$ cat src/rtl/readout_pkg.sv
// Shared types and default sizing for the capture readout controller.
package readout_pkg;

  localparam int DEFAULT_DATA_W      = 16;
  localparam int DEFAULT_ADDR_W      = 8;
  localparam int DEFAULT_NUM_SAMPLES = 256;

  // Words the readout path may hold at once (in flight from memory + buffered).
  localparam int MAX_OUTSTANDING = 2;

  typedef enum logic [1:0] {
    ST_IDLE  = 2'd0,
    ST_REQ   = 2'd1,
    ST_READ  = 2'd2,
    ST_CLEAR = 2'd3
  } state_e;

  function automatic logic [1:0] words_outstanding(input logic       in_flight,
                                                   input logic [1:0] buffered);
    return buffered + 2'(in_flight);
  endfunction

endpackage

$ cat src/rtl/readout_skid.sv
// Two-entry flow-through output buffer; an arriving word is presented the same
// cycle when the buffer is empty, otherwise it queues behind the buffered words.
module readout_skid #(
  parameter int W = 17
) (
  input  logic         clk,
  input  logic         rst_n,
  input  logic         in_valid,
  input  logic [W-1:0] in_data,
  output logic         out_valid,
  input  logic         out_ready,
  output logic [W-1:0] out_data,
  output logic [1:0]   count
);

  logic [W-1:0] entry_q [2];
  logic [W-1:0] entry_d [2];
  logic         rd_ptr_q, rd_ptr_d;
  logic         wr_ptr_q, wr_ptr_d;
  logic [1:0]   count_q, count_d;
  logic         has_head;
  logic         pop;
  logic         pop_buf;
  logic         push;

  always_comb begin
    has_head  = (count_q != 2'd0);
    out_valid = has_head || in_valid;
    out_data  = '0;
    if (has_head) begin
      out_data = entry_q[rd_ptr_q];
    end else if (in_valid) begin
      out_data = in_data;
    end
    pop     = out_valid && out_ready;
    pop_buf = pop && has_head;
    // An arriving word consumed directly from the bypass path is never stored.
    push    = in_valid && !(pop && !has_head);

    for (int i = 0; i < 2; i++) begin
      entry_d[i] = (push && (wr_ptr_q == 1'(i))) ? in_data : entry_q[i];
    end
    wr_ptr_d = wr_ptr_q ^ push;
    rd_ptr_d = rd_ptr_q ^ pop_buf;
    count_d  = count_q + 2'(push) - 2'(pop_buf);
  end

  always_ff @(posedge clk or negedge rst_n) begin
    if (!rst_n) begin
      for (int i = 0; i < 2; i++) begin
        entry_q[i] <= '0;
      end
      rd_ptr_q <= 1'b0;
      wr_ptr_q <= 1'b0;
      count_q  <= 2'd0;
    end else begin
      for (int i = 0; i < 2; i++) begin
        entry_q[i] <= entry_d[i];
      end
      rd_ptr_q <= rd_ptr_d;
      wr_ptr_q <= wr_ptr_d;
      count_q  <= count_d;
    end
  end

  assign count = count_q;

  // The issuing side must never push into a full buffer.
  assert property (@(posedge clk) disable iff (!rst_n)
    !(push && !pop_buf && (count_q == 2'd2)));

endmodule

$ cat src/rtl/readout_ctrl.sv
// Capture handshake with the sampler domain, then streams NUM_SAMPLES words from
// sample memory to a ready/valid port with at most two words outstanding.
module readout_ctrl
  import readout_pkg::*;
#(
  parameter int DATA_W      = DEFAULT_DATA_W,
  parameter int ADDR_W      = DEFAULT_ADDR_W,
  parameter int NUM_SAMPLES = DEFAULT_NUM_SAMPLES
) (
  input  logic              clk,
  input  logic              rst_n,
  input  logic              start,
  input  logic              finish_r_sync,
  output logic              sampler_start_req,
  output logic              mem_rd_en,
  output logic [ADDR_W-1:0] mem_addr,
  input  logic [DATA_W-1:0] mem_rdata,
  output logic              out_valid,
  input  logic              out_ready,
  output logic [DATA_W-1:0] out_data,
  output logic              out_last,
  output logic              busy,
  output logic              done
);

  localparam logic [ADDR_W-1:0] LAST_ADDR = ADDR_W'(NUM_SAMPLES - 1);

  state_e            state_q, state_d;
  logic [ADDR_W-1:0] addr_q, addr_d;
  logic              issued_all_q, issued_all_d;
  logic              in_flight_q, in_flight_d;
  logic              in_flight_last_q, in_flight_last_d;
  logic              req_q, req_d;

  logic [1:0]        skid_count;
  logic              skid_valid;
  logic [DATA_W:0]   skid_data;
  logic              credit_ok;
  logic              xfer_last;

  always_comb begin
    state_d      = state_q;
    addr_d       = addr_q;
    issued_all_d = issued_all_q;
    mem_rd_en    = 1'b0;
    done         = 1'b0;
    credit_ok    = (words_outstanding(in_flight_q, skid_count) < 2'(MAX_OUTSTANDING));
    xfer_last    = out_valid && out_ready && out_last;

    unique case (state_q)
      ST_IDLE: begin
        if (start && !finish_r_sync) begin
          state_d = ST_REQ;
        end
      end
      ST_REQ: begin
        if (finish_r_sync) begin
          state_d      = ST_READ;
          addr_d       = '0;
          issued_all_d = 1'b0;
        end
      end
      ST_READ: begin
        mem_rd_en = !issued_all_q && credit_ok;
        // The address parks on the final word; issued_all stops re-issue.
        if (mem_rd_en) begin
          if (addr_q == LAST_ADDR) begin
            issued_all_d = 1'b1;
          end else begin
            addr_d = addr_q + 1'b1;
          end
        end
        if (xfer_last) begin
          state_d = ST_CLEAR;
        end
      end
      ST_CLEAR: begin
        if (!finish_r_sync) begin
          done    = 1'b1;
          state_d = ST_IDLE;
        end
      end
      default: state_d = ST_IDLE;
    endcase

    in_flight_d      = mem_rd_en;
    in_flight_last_d = mem_rd_en && (addr_q == LAST_ADDR);
    req_d            = (state_d == ST_REQ);
  end

  always_ff @(posedge clk or negedge rst_n) begin
    if (!rst_n) begin
      state_q          <= ST_IDLE;
      addr_q           <= '0;
      issued_all_q     <= 1'b0;
      in_flight_q      <= 1'b0;
      in_flight_last_q <= 1'b0;
      req_q            <= 1'b0;
    end else begin
      state_q          <= state_d;
      addr_q           <= addr_d;
      issued_all_q     <= issued_all_d;
      in_flight_q      <= in_flight_d;
      in_flight_last_q <= in_flight_last_d;
      req_q            <= req_d;
    end
  end

  readout_skid #(
    .W (DATA_W + 1)
  ) u_skid (
    .clk       (clk),
    .rst_n     (rst_n),
    .in_valid  (in_flight_q),
    .in_data   ({in_flight_last_q, mem_rdata}),
    .out_valid (skid_valid),
    .out_ready (out_ready),
    .out_data  (skid_data),
    .count     (skid_count)
  );

  assign sampler_start_req = req_q;
  assign mem_addr          = addr_q;
  assign busy              = (state_q != ST_IDLE);
  assign out_valid         = skid_valid;
  assign out_data          = skid_data[DATA_W-1:0];
  assign out_last          = skid_valid && skid_data[DATA_W];

endmodule

$ cat config.mk
export PLATFORM = sky130hd
export DESIGN_NAME = readout_ctrl
export DESIGN_NICKNAME = d
export VERILOG_FILES = /design/src/rtl/readout_pkg.sv /design/src/rtl/readout_skid.sv /design/src/rtl/readout_ctrl.sv
export SDC_FILE = /design/constraint.sdc
export NUM_CORES = 1
export LEC_CHECK = 0
export CAP_MARGIN = 40
export CORE_UTILIZATION = 30
export DETAILED_ROUTE_END_ITERATION = 8
export GPL_ROUTABILITY_DRIVEN = 0
export MAX_ROUTING_LAYER = met4
export SLEW_MARGIN = 25
export SYNTH_ARGS = -nofsm -noshare
export SYNTH_HDL_FRONTEND = slang
export SYNTH_SLANG_ARGS = --single-unit
$ cat constraint.sdc
create_clock -name clk -period 6 [get_ports clk]
set_input_delay 1.8 -clock clk [delete_from_list [all_inputs] [get_ports clk]]
set_output_delay 1.8 -clock clk [all_outputs]
set_load 0.03 [all_outputs]
# After elaboration in Yosys (flattened, before gate mapping)
# Cells that the tools add are included.
[totals]
regBits = 52
latchBits = 0
mem_bits_rw = 0
romBits = 0
in_bits = 21
out_inout_bits = 30
elab_cells = 73
n_memories = 0
[classes]
n_addsub = 4
n_mul = 0
div_mod_pow = 0
order_cmp = 2
eq_ne = 9
n_shift = 0
mux = 21
bitwise = 4
reduce_logical = 22
[ops]
columns = ["operator", "count"]
rows = [
  ["2-to-1 mux 17 bit", 5],
  ["2-to-1 mux 8 bit", 3],
  ["one-hot mux 8 bit (2 select lines)", 1],
  ["logical AND 1 bit", 11],
  ["adder 8 x 1 -> 8 bit (second input constant)", 1],
  ["== test 8 bit (second input constant)", 1],
  ["2-to-1 mux 2 bit", 4],
  ["!= test 2 bit (second input constant)", 4],
  ["one-hot mux 2 bit (4 select lines)", 1],
  ["AND reduction 4 bit", 2],
  ["2-to-1 mux 1 bit", 6],
  ["nonzero test 2 bit", 3],
  ["adder 2 x 1 -> 2 bit", 2],
  ["== test 2 x 1 -> 1 bit (second input constant)", 2],
  ["== test 2 bit (second input constant)", 2],
  ["zero test 1 bit", 4],
  [">= comparator 2 bit (second input constant)", 1],
  ["zero test 2 bit", 1],
  ["less-than comparator 2 bit (second input constant)", 1],
  ["NOT 1 -> 2 bit", 1],
  ["one-hot mux 1 bit (2 select lines)", 1],
  ["subtractor 2 x 1 -> 2 bit", 1],
  ["XOR 1 bit", 2],
  ["logical OR 1 bit", 1],
  ["NOT 1 bit", 1],
]

# Logic depth before layout (Yosys ltp)
# Gate-level depths: netlist (run 1).
[depth]
depth_word = 10
depth_mapped = 7
depth_no_buf = 7

# Modules after synthesis
# A second synthesis (run 1) with hierarchy kept.
[hier_totals]
cells_unflattened = 225
hier_area_um2 = 2701.3
[modules_own_cells]
columns = ["mod", "n_inst", "cells_per_inst", "area_per_inst_um2", "seq_area_each_um2"]
rows = [
  ["readout_skid", 1, 154, 1946.9, 950.9],
  ["readout_ctrl", 1, 71, 754.5, 350.3],
]

# Worst setup path before layout (run 1)
# OpenSTA, ideal clock, no wires.
[synth_timing]
path_type = "input -> output"
from = "input finish_r_sync"
to = "output done"
t_arrival_ps = 2213
required_ps = 4200
path_slack_ps = 1987
cell_stages = 1
path_buffers = 0
cell_sequence = "nor2_1"
[synth_via]
elab_chain_len = 2
[synth_rtl]
columns = ["item", "line_no", "text"]
rows = [
  ["from (decl)", "readout_ctrl.sv:13", "input logic finish_r_sync,"],
  ["2-to-1 mux 1 bit", "readout_ctrl.sv:78", "if (!finish_r_sync) begin"],
  ["2-to-1 mux 1 bit", "readout_ctrl.sv:50", "unique case (state_q)"],
  ["to (decl)", "readout_ctrl.sv:23", "output logic done"],
]
# Every way passes these cells.

# Final worst setup path (run 1)
[layout_timing]
from = "input mem_rdata[5]"
to = "output out_data[5]"
[layout_via]
elab_chain_len = 2
[layout_rtl]
columns = ["item", "line_no", "text"]
rows = [
  ["from (decl)", "readout_ctrl.sv:17", "input logic [DATA_W-1:0] mem_rdata,"],
  ["2-to-1 mux 17 bit", "readout_skid.sv:32", "end else if (in_valid) begin"],
  ["2-to-1 mux 17 bit", "readout_skid.sv:30", "if (has_head) begin"],
  ["to (decl)", "readout_ctrl.sv:20", "output logic [DATA_W-1:0] out_data,"],
]
# Every way passes these cells.

==> results of run 1 <==
[registers in the layout, indices dropped and copies added, names as in the netlist]
signal	cells
u_skid.count	2
u_skid.entry_q	34
u_skid.wr_ptr_q	1
mem_addr	8
in_flight_last_q	1
in_flight_q	1
issued_all_q	1
u_skid.rd_ptr_q	1
state_q	2
sampler_start_req	1
[logic make-up (layout without fill, tap and decap cells)]
logic type / after synthesis / after routing
muxes: 56 / 56
DFF: 52 / 52
and+or+nand+nor: 49 / 49
AOI/OAI and AO/OA: 31 / 31
buffers and inverters: 20 / 70
adders and majority gates: 5 / 5
xor gates and xnor gates: 3 / 3
[final cells by class]
class | instances | area, um2
inverters | 8 | 30.0
clock inverters | 1 | 5.00
flip-flops and latches | 52 | 1300
well taps | 105 | 131
multi-input cells | 144 | 1130
clock buffers | 6 | 72.6
repair buffers | 55 | 564
fillers | 811 | 4940
[per-layer routing]
metal  wire, um  part of all wire [%]  track usage [%]  vias up
met3        207                   4.1             3.01        4
li1           -                     -                -      878
met2       2480                    49             22.1       35
met5          0                     0                -        -
met4         37                  0.72             3.46        0
met1       2390                    47             16.6      845
[worst max-delay path, cell delays in order]
cell             delay (ns)
clkdlybuf4s50_1        0.51
nand3_1                0.08
o21ai_0                0.12
clkdlybuf4s50_1        0.69
[Yosys cell counts (3+ instances only)]
cell type / n / area (um2)
o21ai_0: 17 / 85.1
clkbuf_1: 8 / 30.0
inv_1: 8 / 30.0
nand2_1: 12 / 45.0
mux2_2: 34 / 383
nor2_1: 5 / 18.8
mux2i_1: 22 / 220
nand3_1: 19 / 95.1
ha_1: 5 / 62.6
a21oi_1: 3 / 15.0
dfrtp_1: 52 / 1300
[worst max-delay path by stage]
stage | to | slack (ns) | start
after floorplan | done | 1.99 | finish_r_sync
after detailed placement | out_data[9] | 0.99 | mem_rdata[9]
final | out_data[5] | 1.00 | mem_rdata[5]
after global routing | out_data[5] | 0.88 | mem_rdata[5]
after CTS | out_data[9] | 0.99 | mem_rdata[9]
after global placement | out_data[9] | 1.00 | mem_rdata[9]
[where the power goes]
group          switching (W)  total [W]  internal, W
Sequential          0.000137   0.000643     0.000506
Clock               0.000104   0.000184    0.0000795
Combinational       0.000523    0.00101     0.000486
[metrics by stage]
step	setup slack (ns)	total power, W	instance area [um2]	hold WS [ns]
floorplan	1.99	0.00128	2510	0.451
global placement	1.00	0.00163	3110	0.464
detailed placement	0.988	0.00168	3160	0.471
CTS	0.992	0.00187	3240	0.492
global route	0.878	0.00198	3240	0.520
finish	1.00	0.00184	3240	0.490
==> impl_metrics.json, run 1 <==
{
  "end_kind": "output pin",
  "synth_compound_area_share_pct": 7.52,
  "core_um2": 8180,
  "slew_headroom_pct": 51.4,
  "worstPathArrival_ns": 3.20,
  "drtPass1Iterations": 4,
  "tightest_slew_ns": 0.728,
  "synth_ff_type": "dfrtp_1",
  "startpoint_type": "input port",
  "viasPerCell": 4.75,
  "final_cell_mix": "dfrtp_1, clkdlybuf4s50_1, mux2_2, mux2i_1, nand3_1",
  "clock.fmax_mhz": 200,
  "finalCriticalPeriod_ns": 5.00,
  "cts_root_buf": "clkbuf_8",
  "cts_tree": "built",
  "hold_buffers": 0,
  "synth-simple-area-share_pct": 10.0,
  "reg2reg_setup_slack_ns": 3.59,
  "dp.cells": 364,
  "fin_nets": 292,
  "worstPathRequired_ns": 4.20,
  "drt_wl_total_um": 5110,
  "fin_skew_ns": 0.00503,
  "crit_fanout": 3,
  "grt_pass1_vias": 1844,
  "worstReg2RegStart": "in_flight_q$_DFF_PN0_",
  "syn_nets": 242,
  "utilization_pct": 39.6,
  "instances_no_fill": 371,
  "grt_setup_unrepaired": "false",
  "layout_commonest_cell": "dfrtp_1",
  "syn_area_per_cell_um2": 11.6,
  "n_antenna_cell": 0,
  "antenna_found_initial": 0,
  "synthAdderAreaFrac_pct": 2.49,
  "wl_per_cell_um": 13.8,
  "setup_viol": 0,
  "die_h_um": 93.5,
  "clock_path_buffers": 2,
  "worstSetupPathType": "input port to output pin",
  "ios": 51,
  "synth_area_um2": 2510,
  "worstHoldPathCells": 1,
  "htreeDepth": 2,
  "cts_resized": 0,
  "synth-seq-cells": 52,
  "vdd_drop_max_mv": 0.242,
  "maxSlewViolCount": 0,
  "synth_edf_count": 0,
  "holdPathEnd": "issued_all_q$_DFFE_PN0P_",
  "final_antenna_net_count": 0,
  "portBuffers": 50,
  "synth_seq_area_share_pct": 51.8,
  "overflow": 0,
  "grt_first_pass_wirelength_um": 8890,
  "fin_crit_sh_pct": 83.3,
  "yosysWarningCount": 0,
  "cts_sinks": 52,
  "yosys.cell_types.count": 35,
  "grt_max_degree": 53,
  "rows": 33,
  "ys_async_sr_fraction_pct": 100,
  "postCtsSetupRepairBufs": 0,
  "postSynthCellCount": 216,
  "status": "finished clean",
  "via_count": 1762,
  "clock_latency_ns": 0.29,
  "hp-start": "issued_all_q$_DFFE_PN0P_",
  "finalSetupTns_ns": 0,
  "drive_gt1_share_pct": 18.8,
  "worstHoldPathType": "flip-flop to flip-flop",
  "clk_pin_slew_ns": 0.09,
  "start_util_pct": 30.7,
  "cts-buffers-inserted": 5,
  "p_per_area_nw_per_um2": 567,
  "p_leak_nw": 1.38,
  "reg2reg_to": "u_skid.entry_q[10]$_DFFE_PN0P_",
  "cap_violations": 0,
  "synth_top_family_by_area": "multiplexers",
  "final-hold-violation-count": 0,
  "area_growth_syn_to_layout_pct": 29.0,
  "dr.first_iter.drc_count": 54,
  "r2r_cells": 4,
  "muxShareOfSynthArea_pct": 24.0,
  "die_area_um2": 8740,
  "die_w_um": 93.5,
  "synth_xor_area_share_pct": 1.05,
  "dp_hpwl_um": 3540,
  "drc": 0,
  "track_usage_pct": 13.4
}
Power figures use the tool's default switching activity.
==> run 2, diff against run 1 <==
==> constraint.sdc (replaced) <==
create_clock -name clk -period 4.59 [get_ports clk]
set_input_delay 1.377 -clock clk [delete_from_list [all_inputs] [get_ports clk]]
set_output_delay 1.377 -clock clk [all_outputs]
set_load 0.03 [all_outputs]
==> impl_metrics.json, run 2 (synthesized netlist as in run 1, its figures left out) <==
{
  "final-hold-violation-count": 0,
  "status": "finished clean",
  "grt_pass1_vias": 1796,
  "die_area_um2": 8740,
  "clk_pin_slew_ns": 0.09,
  "drive_gt1_share_pct": 19.8,
  "grt_first_pass_wirelength_um": 8920,
  "worstPathRequired_ns": 3.21,
  "clock_path_buffers": 2,
  "area_growth_syn_to_layout_pct": 28.6,
  "grt_max_degree": 33,
  "clock_latency_ns": 0.30,
  "cts_tree": "built",
  "cap_violations": 0,
  "setup_viol": 0,
  "cpPeakStageDelay_ns": 0.70,
  "dp_hpwl_um": 3710,
  "timing.critical_path.mode_cell": "clkdlybuf4s50_1",
  "instances_no_fill": 373,
  "die_w_um": 93.5,
  "tightest_slew_ns": 0.492,
  "final_cell_mix": "dfrtp_1, clkdlybuf4s50_1, mux2_2, mux2i_1, nand3_1",
  "maxSlewViolCount": 0,
  "overflow": 0,
  "cts_resized": 0,
  "drc": 0,
  "fin_nets": 293,
  "ios": 51,
  "n_antenna_cell": 0,
  "fin_area_um2": 3230,
  "fin_crit_sh_pct": 90.0,
  "via_count": 1797,
  "utilization_pct": 39.5,
  "critPathSlowestCell": "clkdlybuf4s50_1",
  "viasPerCell": 4.82,
  "placed_area_um2": 3140,
  "fillers": 801,
  "worstHoldPathType": "flip-flop to flip-flop",
  "largest-register": "u_skid.entry_q",
  "p_per_area_nw_per_um2": 748,
  "cts_root_buf": "clkbuf_8",
  "end_kind": "output pin",
  "slew_headroom_pct": 67.2,
  "cts-buffers-inserted": 5,
  "worstSetupPathType": "input port to output pin",
  "largest_reg_flops": 34,
  "vdd_drop_max_mv": 0.314,
  "htreeDepth": 2,
  "portBuffers": 50,
  "drt_wl_total_um": 5290,
  "worstPathArrival_ns": 2.75,
  "finalSetupTns_ns": 0,
  "fin_skew_ns": 0.00856,
  "postCtsSetupRepairBufs": 0,
  "dr.first_iter.drc_count": 77,
  "cp_cell_sequence": "clkdlybuf4s50_1 > nand3_1 > o21ai_0 > clkdlybuf4s50_1",
  "hold_buffers": 0,
  "rows": 33,
  "wl_per_cell_um": 14.2,
  "dp.cells": 365,
  "final_antenna_net_count": 0,
  "track_usage_pct": 13.5,
  "clock.fmax_mhz": 242,
  "die_h_um": 93.5,
  "p_leak_nw": 1.38,
  "cts_sinks": 52,
  "startpoint_type": "input port",
  "crit_fanout": 3,
  "finalCriticalPeriod_ns": 4.13,
  "antenna_found_initial": 0,
  "power_w": 0.00242,
  "grt_setup_unrepaired": "false",
  "layout_commonest_cell": "dfrtp_1",
  "drtPass1Iterations": 4,
  "start_util_pct": 30.7,
  "core_um2": 8180
}
==> run 2: cell count changes in the layout (fill, tap and decap cells not counted), sizes merged <==
cell | previous run | this run
buf | 6 | 7
clkinv | 1 | 2
==> run 2: power breakdown <==
part | internal (W) | total, W | leakage (nW) | switching, W
Clock | 0.000121 | 0.000266 | 0.0510 | 0.000145
Combinational | 0.000617 | 0.00133 | 0.686 | 0.000717
Sequential | 0.000662 | 0.000816 | 0.644 | 0.000155
==> run 2: worst paths after layout <==
path / start / endpoint / slack (ns) / cells past startpoint
max in group asynchronous: rst_n / u_skid.entry_q[14]$_DFFE_PN0P_ / 2.76 / 2
worst max-delay path: mem_rdata[9] / out_data[9] / 0.46 / 4
worst min register to register: issued_all_q$_DFFE_PN0P_ / issued_all_q$_DFFE_PN0P_ / 0.49 / 1
min in group asynchronous: rst_n / u_skid.entry_q[0]$_DFFE_PN0P_ / 1.04 / 1
worst min-delay path: issued_all_q$_DFFE_PN0P_ / issued_all_q$_DFFE_PN0P_ / 0.49 / 1
worst max register to register: in_flight_q$_DFF_PN0_ / u_skid.entry_q[15]$_DFFE_PN0P_ / 2.29 / 5
==> run 2: layout make-up <==
type / count / area (um2) / share of cell area [%]
well taps: 105 / 131 / 4.07
clock buffers: 6 / 82.6 / 2.56
flip-flops and latches: 52 / 1300 / 40.3
clock inverters: 2 / 10.0 / 0.310
multi-input cells: 144 / 1130 / 35.1
repair buffers: 56 / 541 / 16.7
inverters: 8 / 30.0 / 0.930
==> run 2: critical path, delay by kind of cell <==
family	cells	cell delay [ns]
AO/OA/AOI/OAI	1	0.10
buffers and inverters	2	1.21
AND/OR/NAND/NOR	1	0.08
==> run 2: stage by stage <==
step	hold slack [ns]	worst slack [ns]
floorplan	0.451	1.42
CTS	0.489	0.446
detailed placement	0.467	0.446
global placement	0.465	0.436
global route	0.511	0.394
finish	0.487	0.460
==> run 2: layer usage <==
layer,vias up,global-route usage [%],part of all wire (%)
met4,0,3.08,0.59
met3,5,2.44,3.9
met1,875,17.5,47
li1,877,-,-
met5,-,-,0
met2,40,22.1,49
==> run 3, diff against run 2 <==
--- a/config.mk
+++ b/config.mk
@@ -7,6 +7,7 @@
 export LEC_CHECK = 0
 export CAP_MARGIN = 40
 export CORE_UTILIZATION = 30
+export CTS_BUF_LIST = sky130_fd_sc_hd__clkbuf_4 sky130_fd_sc_hd__clkbuf_8 sky130_fd_sc_hd__clkbuf_16
 export DETAILED_ROUTE_END_ITERATION = 8
 export GPL_ROUTABILITY_DRIVEN = 0
 export MAX_ROUTING_LAYER = met4
==> results of run 3 <==
Final layout, timing and power as in run 2 (identical DEF).
